===== config.mk =====
export PLATFORM = sky130hd
export DESIGN_NAME = trap_vector_sequencer
export DESIGN_NICKNAME = d
export VERILOG_FILES = /design/src/rtl/trap_vector_sequencer.sv
export SDC_FILE = /design/constraint.sdc
export NUM_CORES = 1
export LEC_CHECK = 0
export ABC_AREA = 1
export CAP_MARGIN = 30
export CORE_ASPECT_RATIO = 0.9
export CORE_UTILIZATION = 40
export CTS_CLUSTER_SIZE = 24
export DETAILED_ROUTE_END_ITERATION = 8
export PLACE_DENSITY_LB_ADDON = 0.25
export SYNTH_ARGS = -nofsm -noshare
export SYNTH_HDL_FRONTEND = slang
export SYNTH_SLANG_ARGS = --single-unit

===== constraint.sdc =====
create_clock -name clk -period 1.4 [get_ports clk]
set_input_delay 0.28 -clock clk [delete_from_list [all_inputs] [get_ports clk]]
set_output_delay 0.28 -clock clk [all_outputs]
set_load 0.05 [all_outputs]

===== src/rtl/trap_vector_sequencer.sv =====
// LC-3 TRAP sequencer: latch vector, zero-extend, save return PC to link register, fetch routine address, load PC.
// Latency: done 4 cycles after start with zero-wait memory; each memory wait cycle adds 1. New start only accepted in IDLE.
module trap_vector_sequencer #(
    parameter logic [2:0] LINK_REG    = 3'd7,
    parameter int         MEM_TIMEOUT = 255
) (
    input  logic        clk,
    input  logic        rst_n,
    input  logic        start,
    input  logic [7:0]  trapvect8,
    input  logic [15:0] pc,
    output logic        busy,
    output logic        done,
    output logic        err,
    output logic [7:0]  zext_in,
    input  logic [15:0] zext_out,
    output logic        mem_req,
    output logic [15:0] mem_addr,
    input  logic        mem_ack,
    input  logic [15:0] mem_rdata,
    output logic        reg_we,
    output logic [2:0]  reg_waddr,
    output logic [15:0] reg_wdata,
    output logic        pc_ld,
    output logic [15:0] pc_next
);

    localparam int CW = (MEM_TIMEOUT > 1) ? $clog2(MEM_TIMEOUT) : 1;
    localparam logic [CW-1:0] CNT_LAST = (MEM_TIMEOUT == 0) ? '0 : CW'(MEM_TIMEOUT - 1);

    typedef enum logic [2:0] {
        IDLE  = 3'd0,
        VEC   = 3'd1,
        SAVE  = 3'd2,
        FETCH = 3'd3,
        JUMP  = 3'd4,
        ERR   = 3'd5
    } state_t;

    state_t         state, state_nxt;
    logic [7:0]     vec_q;
    logic [15:0]    pc_q;
    logic [15:0]    addr_q;
    logic [15:0]    tgt_q;
    logic [CW-1:0]  cnt;
    logic           timeout_hit;

    assign timeout_hit = (MEM_TIMEOUT != 0) && (cnt == CNT_LAST);

    always_ff @(posedge clk or negedge rst_n) begin
        if (!rst_n) begin
            state  <= IDLE;
            vec_q  <= '0;
            pc_q   <= '0;
            addr_q <= '0;
            tgt_q  <= '0;
            cnt    <= '0;
        end else begin
            state <= state_nxt;
            case (state)
                IDLE: if (start) begin
                    vec_q <= trapvect8;
                    pc_q  <= pc;
                end
                VEC:  addr_q <= zext_out;
                SAVE: cnt <= '0;
                FETCH: begin
                    if (mem_ack)
                        tgt_q <= mem_rdata;
                    else if (!timeout_hit)
                        cnt <= cnt + 1'b1;
                end
                default: ;
            endcase
        end
    end

    always_comb begin
        state_nxt = state;
        busy      = 1'b1;
        done      = 1'b0;
        err       = 1'b0;
        zext_in   = vec_q;
        mem_req   = 1'b0;
        mem_addr  = '0;
        reg_we    = 1'b0;
        reg_waddr = '0;
        reg_wdata = '0;
        pc_ld     = 1'b0;
        pc_next   = '0;
        case (state)
            IDLE: begin
                busy = 1'b0;
                if (start) state_nxt = VEC;
            end
            // Upper byte must be zero; anything else means the extender is broken.
            VEC: state_nxt = (zext_out[15:8] != 8'h00) ? ERR : SAVE;
            SAVE: begin
                reg_we    = 1'b1;
                reg_waddr = LINK_REG;
                reg_wdata = pc_q;
                state_nxt = FETCH;
            end
            FETCH: begin
                mem_req  = 1'b1;
                mem_addr = addr_q;
                if (mem_ack)
                    state_nxt = JUMP;
                else if (timeout_hit)
                    state_nxt = ERR;
            end
            JUMP: begin
                done      = 1'b1;
                pc_ld     = 1'b1;
                pc_next   = tgt_q;
                state_nxt = IDLE;
            end
            ERR: begin
                done      = 1'b1;
                err       = 1'b1;
                state_nxt = IDLE;
            end
            default: state_nxt = IDLE;
        endcase
    end

endmodule


# Word level (Yosys, flattened, before mapping)
# Cells that the tools add are included.
# totals
regBits	67
in_bits	60
# classes
reduce_logical	8
mux	18
addsub	1
eq_ne	10
# ops
operator	n
$mux W16	3
$mux W8	2
$pmux W8 S2	1
$mux W3	5
$pmux W3 S4	1
$add A8 B1 Y8 const B	1
$eq A8 B8 Y1 const B	1
$reduce_bool A8 Y1	1
$eq A3 B2 Y1 const B	2
$eq A3 B3 Y1 const B	2
$mux W1	6
$ne A2 B2 Y1 const B	3
$reduce_and A2 Y1	3
$eq A3 B1 Y1 const B	1
$logic_not A3 Y1	1
$ne A3 B3 Y1 const B	1
$reduce_and A3 Y1	1
$reduce_bool A2 Y1	1
$reduce_or A2 Y1	1

# Logic depth before layout (Yosys ltp)
# depth
word_depth	4
ltp_mapped	10

# Worst setup path after synthesis
# Ideal clock, no wire load.
# synth_timing
path_type	register to output
from	register state[2]
to	output port pc_next[10]
required_time_ps	1120
n_path_buf	1
t_arrival_ps	2107
stages_incl_launch_ff	6
path_slack_ps	-987
cell_sequence	dfrtp_1 inv_2 nor2_2 nand2_2 buf_6 nor2_1
# synth_between
elab_chain_len	2
# synth_rtl
element	line	rtl
start, declared	40	state_t state, state_nxt;
start signal, assigned	59	state <= state_nxt;
$eq A3 B3 Y1	91	case (state)
$mux W16	91	
end, declared	25	output logic [15:0] pc_next
# No other way between the ends.

# Worst setup path in the final report
# layout_timing
from	register state[2]
to	output port reg_wdata[10]
# layout_between
elab_chain_len	2
# layout_rtl
element	line	rtl
$eq A3 B2 Y1	91	
$mux W16	91	
end, declared	23	output logic [15:0] reg_wdata,
# No other way between the ends.

==> impl_metrics.yaml <==
status:
  outcome: "finished, violations left"
  violations: "negative setup slack"
clock_tree:
  insertion_delay_ns: 0.35
  cts_buffers: 9
  cts_tree: "built"
  clockRootBuffer: "clkbuf_8"
  cts.sinks: 67
  cts_max_path_buffers: 2
  clkTransAtPathRegs_ns: 0.08
  h-tree-depth: 3
yosys:
  synth_edf_count: 0
  ys_seq_area_share_pct: 52.16
  yosysWarnings: 0
  synth_seq_cells: 67
  synth_nets: 463
  synth_cell_types: 26
  synthFlopType: "dfrtp_1"
  synthesis.area_sq_um: 3214
  synth.area.top_cells: "dfrtp_1, nor2_1, inv_1, nand2_1, a21oi_1"
  syn_inst: 401
  synth_top_cell_by_area: "dfrtp_1"
  avgSynthCellArea_sq_um: 8.016
  synthArstFlopShare_pct: 100.0
  yosys.area.top_type_share_pct: 52.16
power_and_ir_drop:
  p_sw_mw: 5.103
  cellPowerDensity_nw_per_um2: 1714
  p_leak_nw: 3.118
  finalPower_mw: 11.85
  p_clk_share_pct: 15.3
  p_sw_share_pct: 43.05
  p_comb_share_pct: 59.6
  p_int_mw: 6.751
  ir_drop_uv: 1277
  power_frac_seq_pct: 25.2
finish:
  syn2layout_area_growth_pct: 115.1
  final_common_cell: "buf_12"
  final_nets: 641
  utilization_pct: 90.31
  drive_above_1_share_pct: 49.14
  diodes: 0
  mostFrequentLayoutCells: "buf_12, nor2_4, inv_1"
placement:
  place_ws_ns: -0.1841
  gp_congestion: 0.8335
  dp_hpwl_microns: 6486
  port_buffers: 124
timing:
  min_period_ns: 1.916
  setup_viol: 114
  finClkSkew_ns: 0.01100
  hold_violations: 0
  clock.fmax_ghz: 0.5219
  setup_slack_ns: -0.5162
  rsz0062_at_grt: "yes"
  drv_slew: 0
  max_slew_margin_pct: 75.34
  finalCritPeriodShare_pct: 136.9
  worstMarginPinSlew_ns: 0.3699
critical_path:
  end_kind: "primary output"
  critical_path.startpoint_type: "register"
  crit_arrival_ns: 1.64
  path_class: "reg -> out"
  crit_required_ns: 1.12
  path_max_fanout: 5
die:
  io_pins: 125
  fp.dieH_microns: 87.04
  start_util_pct: 41.98
  core_sq_um: 7657
  die_x_microns: 96.49
  rows: 30
  die_area_sq_um: 8398
detailed_routing:
  drc_errors: 0
  viasPerCell: 5.169
  num_vias: 3515
  routedWlPerCell_microns: 19.76
  routed_wl_microns: 13440
  dr.pass1.iters: 5
  final_antenna_net_count: 0
  drt_iter0_drc: 151
grt:
  grt_pass1_vias: 3155
  antenna_found_initial: 0
  grt_pass1_wl_microns: 14920
  grt_start_max_net_pins: 68
  grt_util_all_layers_pct: 23.74
  overflow: 0
run:
  maxCapViolCount: 0
worst_hold_path:
  holdCritPathClass: "in -> reg"
==> cell families (layout without fill, tap and decap cells) <==
| group | after synthesis | after routing | share of synthesized area, % |
|---|---|---|---|
| flip-flops | 67 | 67 | 52.16 |
| adder cells (fa/ha/maj) | 2 | 2 | 0.7784 |
| buffers and inverters | 93 | 275 | 13.31 |
| AO/OA/AOI/OAI | 65 | 65 | 10.28 |
| AND/OR/NAND/NOR | 174 | 175 | 23.47 |
==> worst max-delay path, stage by stage, from the launching register on <==
cell and delay [ns]:
dfrtp_2 0.46, nor2_4 0.20, nand2_8 0.12, buf_12 0.17, nor2_4 0.17, buf_12 0.16
==> stage by stage <==
step	hold WS [ns]	cells	cell area (sq um)	setup TNS, ns
after global routing	0.4877	680	6915	-37.53
after floorplan	-0.01559	401	3576	-18.39
after detailed placement	0.3301	633	5710	-4.955
final	0.4823	680	6915	-32.02
after global placement	0.3318	633	5710	-3.518
after CTS	0.4674	663	6237	-23.59
==> cells in the mapped netlist, drive strengths merged, types with 2 or more instances <==
master	instances
ha	2
nand2	63
nor2	96
dfrtp	67
buf	18
inv	75
o21ai	30
nand3	7
a21oi	33
nor3	4
==> flip-flops by register name, summed over array words and instances (netlist names) <==
name / flops
zext_in: 8
cnt: 8
tgt_q: 16
pc_q: 16
state: 3
addr_q: 16
==> power groups by stage <==
stage	Sequential (mW)	Combinational [mW]	Clock, mW
4_1_cts	2.86	5.60	1.76
3_5_place_dp	2.90	5.20	0
2_1_floorplan	3.19	2.48	0
6_report	2.98	7.06	1.81
5_1_grt	3.04	7.37	1.91
3_3_place_gp	2.86	5.06	0
==> routing by layer <==
metal  global-route usage (%)  wire length (microns)  vias to the layer above
met5                        0                      0                        -
met4                    7.754                    560                        0
met3                    7.853                   1127                       51
met2                    40.65                   7043                      169
met1                    27.93                   4705                     1719
li1                         -                      -                     1576
==> layout make-up <==
cell class                      count  area [sq um]
Timing Repair Buffer              184          2703
Multi-Input combinational cell    242          1908
Sequential cell                    67          1680
Fill cell                         308         742.0
Inverter                           75         296.5
Clock buffer                       10         127.6
Tap cell                           96         120.1
Clock inverter                      6         80.08
==> path summary, 6_finish.rpt <==
| check | slack [ns] | endpoint | from | depth (start not counted) |
|---|---|---|---|---|
| max | -0.52 | reg_wdata[10] | state[2] | 5 |
| min | 0.48 | addr_q[0] | zext_out[0] | 3 |
| max reg2reg | -0.34 | cnt[1] | state[0] | 11 |
| min reg2reg | 0.56 | cnt[4] | cnt[4] | 2 |
| max in group asynchronous | 0.59 | state[1] | rst_n | 3 |
| min in group asynchronous | 0.50 | pc_q[2] | rst_n | 3 |
==> repair_timing <==
| action | in CTS | in global routing |
|---|---|---|
| resized for setup | 49 | 125 |
| endpoints found under the hold margin | 67 | 0 |
| pin swaps | 6 | 16 |
| cloned | 2 | 11 |
| setup endpoints to repair | 67 | 121 |
| hold buffers | 1 | 0 |
| buffers inserted | 14 | 7 |
Power figures use the tool's default switching activity.
